### src/rtl/axi_read_arbiter_if.sv
// Bus bundle for axi_read_arbiter: per-requester AR/R signals (s_*) and the shared
// downstream AXI4 read port (m_*).
interface axi_read_arbiter_if #(
    parameter int NUM_PORTS = 3,
    parameter int ADDR_W    = 32,
    parameter int DATA_W    = 32
);
    logic [NUM_PORTS-1:0]        s_ar_valid;
    logic [NUM_PORTS-1:0]        s_ar_ready;
    logic [NUM_PORTS*ADDR_W-1:0] s_ar_addr;
    logic [NUM_PORTS*8-1:0]      s_ar_len;
    logic [NUM_PORTS-1:0]        s_r_valid;
    logic [NUM_PORTS-1:0]        s_r_ready;
    logic [DATA_W-1:0]           s_r_data;
    logic                        s_r_last;

    logic                        m_ar_valid;
    logic                        m_ar_ready;
    logic [ADDR_W-1:0]           m_ar_addr;
    logic [7:0]                  m_ar_len;
    logic [1:0]                  m_ar_burst;
    logic                        m_r_valid;
    logic                        m_r_ready;
    logic [DATA_W-1:0]           m_r_data;
    logic                        m_r_last;

    // Arbiter view.
    modport slave (
        input  s_ar_valid, s_ar_addr, s_ar_len, s_r_ready,
        input  m_ar_ready, m_r_valid, m_r_data, m_r_last,
        output s_ar_ready, s_r_valid, s_r_data, s_r_last,
        output m_ar_valid, m_ar_addr, m_ar_len, m_ar_burst, m_r_ready
    );

    // Requesters plus downstream memory.
    modport master (
        output s_ar_valid, s_ar_addr, s_ar_len, s_r_ready,
        output m_ar_ready, m_r_valid, m_r_data, m_r_last,
        input  s_ar_ready, s_r_valid, s_r_data, s_r_last,
        input  m_ar_valid, m_ar_addr, m_ar_len, m_ar_burst, m_r_ready
    );
endinterface

### src/rtl/axi_read_arbiter.sv
// Shares one AXI4 read port between NUM_PORTS masters: port 0 has bounded fixed priority,
// ports 1..NUM_PORTS-1 are round-robin. One burst outstanding at a time.
module axi_read_arbiter #(
    parameter int NUM_PORTS      = 3,
    parameter int ADDR_W         = 32,
    parameter int DATA_W         = 32,
    parameter int HP_GRANT_LIMIT = 4
) (
    input  logic              clk,
    input  logic              reset,
    axi_read_arbiter_if.slave bus
);
    localparam int GW  = $clog2(NUM_PORTS);
    localparam int HCW = $clog2(HP_GRANT_LIMIT + 1);

    localparam logic [1:0] IDLE = 2'd0;
    localparam logic [1:0] ADDR = 2'd1;
    localparam logic [1:0] DATA = 2'd2;

    localparam logic [HCW-1:0] HP_LIMIT  = HCW'(HP_GRANT_LIMIT);
    localparam logic [GW-1:0]  LAST_PORT = GW'(NUM_PORTS - 1);

    logic [1:0]        r_state;
    logic [GW-1:0]     r_grant;
    logic [GW-1:0]     r_rr_ptr;
    logic [HCW-1:0]    r_hp_count;
    logic              r_ar_valid;
    logic [ADDR_W-1:0] r_ar_addr;
    logic [7:0]        r_ar_len;

    logic              w_lowpend;
    logic              w_any_valid;
    logic              w_hp_win;
    logic              w_low_found;
    logic [GW-1:0]     w_idx;
    logic [GW-1:0]     w_low_win;
    logic [GW-1:0]     w_win;
    logic [ADDR_W-1:0] w_sel_addr;
    logic [7:0]        w_sel_len;
    logic              w_r_done;

    assign w_lowpend   = |bus.s_ar_valid[NUM_PORTS-1:1];
    assign w_any_valid = |bus.s_ar_valid;
    assign w_hp_win    = bus.s_ar_valid[0] & (~w_lowpend | (r_hp_count < HP_LIMIT));

    // Search low ports starting after rr_ptr, wrapping within 1..NUM_PORTS-1.
    always_comb begin
        w_idx       = '0;
        w_low_win   = '0;
        w_low_found = 1'b0;
        for (int k = 1; k < NUM_PORTS; k++) begin
            w_idx = GW'(((int'(r_rr_ptr) - 1 + k) % (NUM_PORTS - 1)) + 1);
            if (!w_low_found && bus.s_ar_valid[w_idx]) begin
                w_low_found = 1'b1;
                w_low_win   = w_idx;
            end
        end
    end

    assign w_win = w_hp_win ? '0 : w_low_win;

    always_comb begin
        w_sel_addr = '0;
        w_sel_len  = '0;
        for (int i = 0; i < NUM_PORTS; i++) begin
            if (w_win == GW'(i)) begin
                w_sel_addr = bus.s_ar_addr[i*ADDR_W +: ADDR_W];
                w_sel_len  = bus.s_ar_len[i*8 +: 8];
            end
        end
    end

    always_comb begin
        bus.s_ar_ready = '0;
        if (r_state == IDLE && w_any_valid) begin
            bus.s_ar_ready[w_win] = 1'b1;
        end
    end

    always_comb begin
        bus.s_r_valid = '0;
        bus.m_r_ready = 1'b0;
        if (r_state == DATA) begin
            bus.s_r_valid[r_grant] = bus.m_r_valid;
            bus.m_r_ready          = bus.s_r_ready[r_grant];
        end
    end

    assign bus.s_r_data   = bus.m_r_data;
    assign bus.s_r_last   = bus.m_r_last;
    assign bus.m_ar_valid = r_ar_valid;
    assign bus.m_ar_addr  = r_ar_addr;
    assign bus.m_ar_len   = r_ar_len;
    assign bus.m_ar_burst = 2'd1;

    assign w_r_done = bus.m_r_valid & bus.m_r_ready & bus.m_r_last;

    always_ff @(posedge clk) begin
        if (reset) begin
            r_state    <= IDLE;
            r_grant    <= '0;
            r_rr_ptr   <= LAST_PORT;
            r_hp_count <= '0;
            r_ar_valid <= 1'b0;
            r_ar_addr  <= '0;
            r_ar_len   <= '0;
        end else begin
            case (r_state)
                IDLE: begin
                    if (w_any_valid) begin
                        r_ar_addr  <= w_sel_addr;
                        r_ar_len   <= w_sel_len;
                        r_ar_valid <= 1'b1;
                        r_grant    <= w_win;
                        r_state    <= ADDR;
                        if (w_win == '0) begin
                            // Only consecutive port-0 wins against a waiting low port count.
                            if (!w_lowpend) begin
                                r_hp_count <= '0;
                            end else if (r_hp_count < HP_LIMIT) begin
                                r_hp_count <= r_hp_count + 1'b1;
                            end
                        end else begin
                            r_hp_count <= '0;
                            r_rr_ptr   <= w_win;
                        end
                    end
                end
                ADDR: begin
                    if (bus.m_ar_ready) begin
                        r_ar_valid <= 1'b0;
                        r_state    <= DATA;
                    end
                end
                DATA: begin
                    if (w_r_done) begin
                        r_state <= IDLE;
                    end
                end
                default: r_state <= IDLE;
            endcase
        end
    end
endmodule

### src/flat_wrapper.sv
// flat-port wrapper written by rule: the top's interface ports become plain ports
module axi_read_arbiter_flat 
#(
    parameter int NUM_PORTS      = 3,
    parameter int ADDR_W         = 32,
    parameter int DATA_W         = 32,
    parameter int HP_GRANT_LIMIT = 4
)
  (clk, reset, bus_s_ar_valid, bus_s_ar_addr, bus_s_ar_len, bus_s_r_ready, bus_m_ar_ready, bus_m_r_valid, bus_m_r_data, bus_m_r_last, bus_s_ar_ready, bus_s_r_valid, bus_s_r_data, bus_s_r_last, bus_m_ar_valid, bus_m_ar_addr, bus_m_ar_len, bus_m_ar_burst, bus_m_r_ready);
  axi_read_arbiter_if #(.NUM_PORTS(NUM_PORTS), .ADDR_W(ADDR_W), .DATA_W(DATA_W)) bus_i ();
  input  logic clk;
  input  logic reset;
  input wire logic [$bits(bus_i.s_ar_valid)-1:0] bus_s_ar_valid;
  input wire logic [$bits(bus_i.s_ar_addr)-1:0] bus_s_ar_addr;
  input wire logic [$bits(bus_i.s_ar_len)-1:0] bus_s_ar_len;
  input wire logic [$bits(bus_i.s_r_ready)-1:0] bus_s_r_ready;
  input wire logic [$bits(bus_i.m_ar_ready)-1:0] bus_m_ar_ready;
  input wire logic [$bits(bus_i.m_r_valid)-1:0] bus_m_r_valid;
  input wire logic [$bits(bus_i.m_r_data)-1:0] bus_m_r_data;
  input wire logic [$bits(bus_i.m_r_last)-1:0] bus_m_r_last;
  output wire logic [$bits(bus_i.s_ar_ready)-1:0] bus_s_ar_ready;
  output wire logic [$bits(bus_i.s_r_valid)-1:0] bus_s_r_valid;
  output wire logic [$bits(bus_i.s_r_data)-1:0] bus_s_r_data;
  output wire logic [$bits(bus_i.s_r_last)-1:0] bus_s_r_last;
  output wire logic [$bits(bus_i.m_ar_valid)-1:0] bus_m_ar_valid;
  output wire logic [$bits(bus_i.m_ar_addr)-1:0] bus_m_ar_addr;
  output wire logic [$bits(bus_i.m_ar_len)-1:0] bus_m_ar_len;
  output wire logic [$bits(bus_i.m_ar_burst)-1:0] bus_m_ar_burst;
  output wire logic [$bits(bus_i.m_r_ready)-1:0] bus_m_r_ready;
  assign bus_i.s_ar_valid = bus_s_ar_valid;
  assign bus_i.s_ar_addr = bus_s_ar_addr;
  assign bus_i.s_ar_len = bus_s_ar_len;
  assign bus_i.s_r_ready = bus_s_r_ready;
  assign bus_i.m_ar_ready = bus_m_ar_ready;
  assign bus_i.m_r_valid = bus_m_r_valid;
  assign bus_i.m_r_data = bus_m_r_data;
  assign bus_i.m_r_last = bus_m_r_last;
  assign bus_s_ar_ready = bus_i.s_ar_ready;
  assign bus_s_r_valid = bus_i.s_r_valid;
  assign bus_s_r_data = bus_i.s_r_data;
  assign bus_s_r_last = bus_i.s_r_last;
  assign bus_m_ar_valid = bus_i.m_ar_valid;
  assign bus_m_ar_addr = bus_i.m_ar_addr;
  assign bus_m_ar_len = bus_i.m_ar_len;
  assign bus_m_ar_burst = bus_i.m_ar_burst;
  assign bus_m_r_ready = bus_i.m_r_ready;
  axi_read_arbiter #(.NUM_PORTS(NUM_PORTS), .ADDR_W(ADDR_W), .DATA_W(DATA_W), .HP_GRANT_LIMIT(HP_GRANT_LIMIT)) u_core (.clk(clk), .reset(reset), .bus(bus_i));
endmodule
### config.mk
export PLATFORM = sky130hd
export DESIGN_NAME = axi_read_arbiter_flat
export DESIGN_NICKNAME = d
export VERILOG_FILES = /design/src/rtl/axi_read_arbiter_if.sv /design/src/rtl/axi_read_arbiter.sv /design/src/flat_wrapper.sv
export SDC_FILE = /design/constraint.sdc
export NUM_CORES = 1
export LEC_CHECK = 0
export CORE_ASPECT_RATIO = 0.6
export CORE_UTILIZATION = 33
export CTS_CLUSTER_DIAMETER = 40
export CTS_CLUSTER_SIZE = 8
export DETAILED_ROUTE_END_ITERATION = 12
export PLACE_DENSITY = 0.84
export REMOVE_ABC_BUFFERS = 1
export SYNTH_ARGS = -nofsm -noshare
export SYNTH_HDL_FRONTEND = slang
export SYNTH_SLANG_ARGS = --single-unit
### constraint.sdc
create_clock -name clk -period 2 [get_ports clk]
set_input_delay 0.5 -clock clk [delete_from_list [all_inputs] [get_ports clk]]
set_output_delay 0.5 -clock clk [all_outputs]
set_load 0.05 [all_outputs]
==> results.md <==
* Outcome: finished clean
* Chip Width at 124 microns
* Die Ht at 75.2 microns
* PD cells at 684 mW/mm^2
* DP HPWL at 9.20 mm
* Row count at 26
* Setup repair after global routing missed its margin: true
* I/O pin total at 246
* Synth Register Bits at 49
* Area added between synthesis and finish at 69.6%
* First-pass GRT wire length at 16.7 mm
* Routed wire length per instance at 20.2 microns
* Post-DRT Antenna Nets at 0
* Initial Util at 34.3%
* Post-route setup TNS at 0 ps
* Clock buffer depth at 2
* Synth area leaders: dfxtp_1, a22o_1, o2bb2ai_1
* Final core occ at 58.2%
* DR vias/cell at 5.69
* Final Hold Fails at 0
* Crit path kind: reg2out
* Mean Syn Cell Area at 8.88 sq um
* Crit path capture type: output pin
* Largest net degree at the start of global routing at 30
* Hold slack at 463 ps
* Final Setup Violations at 0
* Port Buf Inserts at 179
* Syn. warnings at 0
* Layout cells sized above 1 at 16.7%
* Final Max Tran Viols at 0
* # DRC at 0
* Antenna diodes at 0
* Crit path max fanout at 5
* Root Buffer: clkbuf_16
* Final period util at 98.7%
* Hold Crit Depth at 1
* Measured slew at the worst slew-check pin at 519 ps
* Initial antenna violation count at 0
* Via count at 3363
* Worst reg-to-reg setup slack at 490 ps
* CP Data Arrival Time at 1470 ps
* Leakage at 1.92 nW
* R2r worst-path depth at 6
* Required time of the worst setup path at 1500 ps
* Layout net count at 642
* Vias in the first global route at 3199
* Slew headroom at 65.3%
* CTS H-tree depth at 2
* Top cells by count, synth: dfxtp_1, a22oi_1, a22o_1, o2bb2ai_1, buf_4
* Main flop type after synthesis: dfxtp_1
* All-Layer GR Usage at 24.3%
* Number of synthesized flops with an enable pin at 0
* Clock sinks at 49
* Top-area cell type share of the netlist area at 33.3%
* Die ar. at 0.00932 sq mm
* Async SR Flop Fraction at 0%
* CTS tree: built
* Maximum VDD drop at 0.366 mV
* Hold Crit Class: reg2reg
* Worst Clk Skew at 8.44 ps
* Post-Syn Area at 0.00295 sq mm
* Post-layout minimum cycle time at 1970 ps
* Routability cong. at 0.797
* Total global routing overflow at 0
* Initial DRC count at 202
* Drt first pass iters at 4
* Post-synthesis sequential area ratio at 33.3%
* Clock latency on the worst-skew pair at 290 ps
* Core area at 0.00859 sq mm
* Startpoint types: flip-flop
* Area leader, netlist: dfxtp_1
* CTS Hold Buffers Added at 0
* Number of buffers created by CTS at 5
* WL final at 12.0 mm
* Reg clk slew, reported paths at 70 ps
* Most common cell in the netlist: dfxtp_1
* Fmax achieved at 0.506 GHz
* Number of distinct library cells after synthesis at 33
* Max Cap Violations at 0
* Mapped Cells at 332
==> cells in the final DEF (no fill, tap or decap), types with 3 or more instances in the layout <==
| master | netlist | layout |
|---|---|---|
| nor2_1 | 4 | 4 |
| o21ai_0 | 33 | 33 |
| clkbuf_16 | 0 | 5 |
| nand3_1 | 3 | 3 |
| dlygate4sd2_1 | 0 | 4 |
| buf_12 | 0 | 14 |
| clkdlybuf4s50_1 | 0 | 151 |
| buf_4 | 35 | 39 |
| a22o_1 | 40 | 40 |
| o21ai_1 | 8 | 8 |
| dfxtp_1 | 49 | 46 |
| o2bb2ai_1 | 40 | 40 |
| nand2_1 | 7 | 7 |
| a22oi_1 | 42 | 42 |
| a21oi_1 | 8 | 7 |
==> per-stage QoR <==
| stage | setup slack [ps] | std cells | instance area (sq um) | power [mW] |
|---|---|---|---|---|
| 6_report | 25.3 | 591 | 5000 | 3.42 |
| 5_1_grt | -27.5 | 591 | 5000 | 3.58 |
| 4_1_cts | -49.0 | 590 | 4960 | 3.44 |
| 3_5_place_dp | -180 | 582 | 4790 | 2.53 |
| 3_3_place_gp | -104 | 582 | 4790 | 2.50 |
| 2_1_floorplan | -660 | 260 | 2500 | 1.83 |
==> report_power, final <==
group | switching [mW] | internal, mW
Combinational | 0.737 | 0.638
Clock | 0.364 | 0.530
Sequential | 0.0694 | 1.08
==> worst max-delay path, cell delays in order (launching register included) <==
cell       delay [ps]
dfxtp_4           390
mux2i_1           240
a2bb2oi_2         190
nor3b_2            80
buf_4             150
buf_12            140
==> kinds of logic after synthesis <==
logic type / after synthesis / synth area share (%)
buffers and inverters: 74 / 15.4
adders and majority gates: 1 / 0.425
and+or+nand+nor: 31 / 6.33
AOI/OAI and AO/OA: 173 / 43.7
DFF: 49 / 33.3
other: 2 / 0.255
muxes: 2 / 0.679
==> registers in the layout, indices dropped and copies added, names as in the netlist <==
name                   cells
u_core.r_grant             2
u_core.bus.m_ar_valid      1
u_core.r_hp_count          3
u_core.r_state             2
u_core.r_rr_ptr            1
u_core.bus.m_ar_addr      32
u_core.bus.m_ar_len        8
==> final timing paths <==
kind	startpoint	endpoint
hold / removal	u_core.bus.m_ar_addr[25]	u_core.bus.m_ar_addr[25]
hold reg to reg	u_core.bus.m_ar_addr[25]	u_core.bus.m_ar_addr[25]
setup reg to reg	u_core.r_hp_count[2]	u_core.bus.m_ar_addr[27]
setup / recovery	u_core.r_grant[0]	bus_m_r_ready
==> repair_timing <==
action | in CTS | in global routing
setup endpoints to repair | 5 | 4
pin swaps | 1 | 2
endpoints found under the hold margin | 0 | 0
setup buffers | 0 | 1
gates resized for setup | 8 | 9
==> area by class of cell <==
class | count | area [sq um]
clock inverter | 1 | 5.00
sequential | 49 | 987
tap | 112 | 140
fill | 732 | 3590
clock buffer | 7 | 153
inverter | 2 | 7.51
timing repair buffer | 211 | 2140
multi-input combinational | 209 | 1560
==> metal layers <==
layer  wire [microns]  GRT usage, %  vias to the layer above
met4               68          4.50                        2
met1             5150          30.9                     1613
met2             5110          36.8                      207
li1                 -             -                     1533
met5               46          6.25                        -
met3             1590          12.1                        8
(Power assumes the default switching activity.)
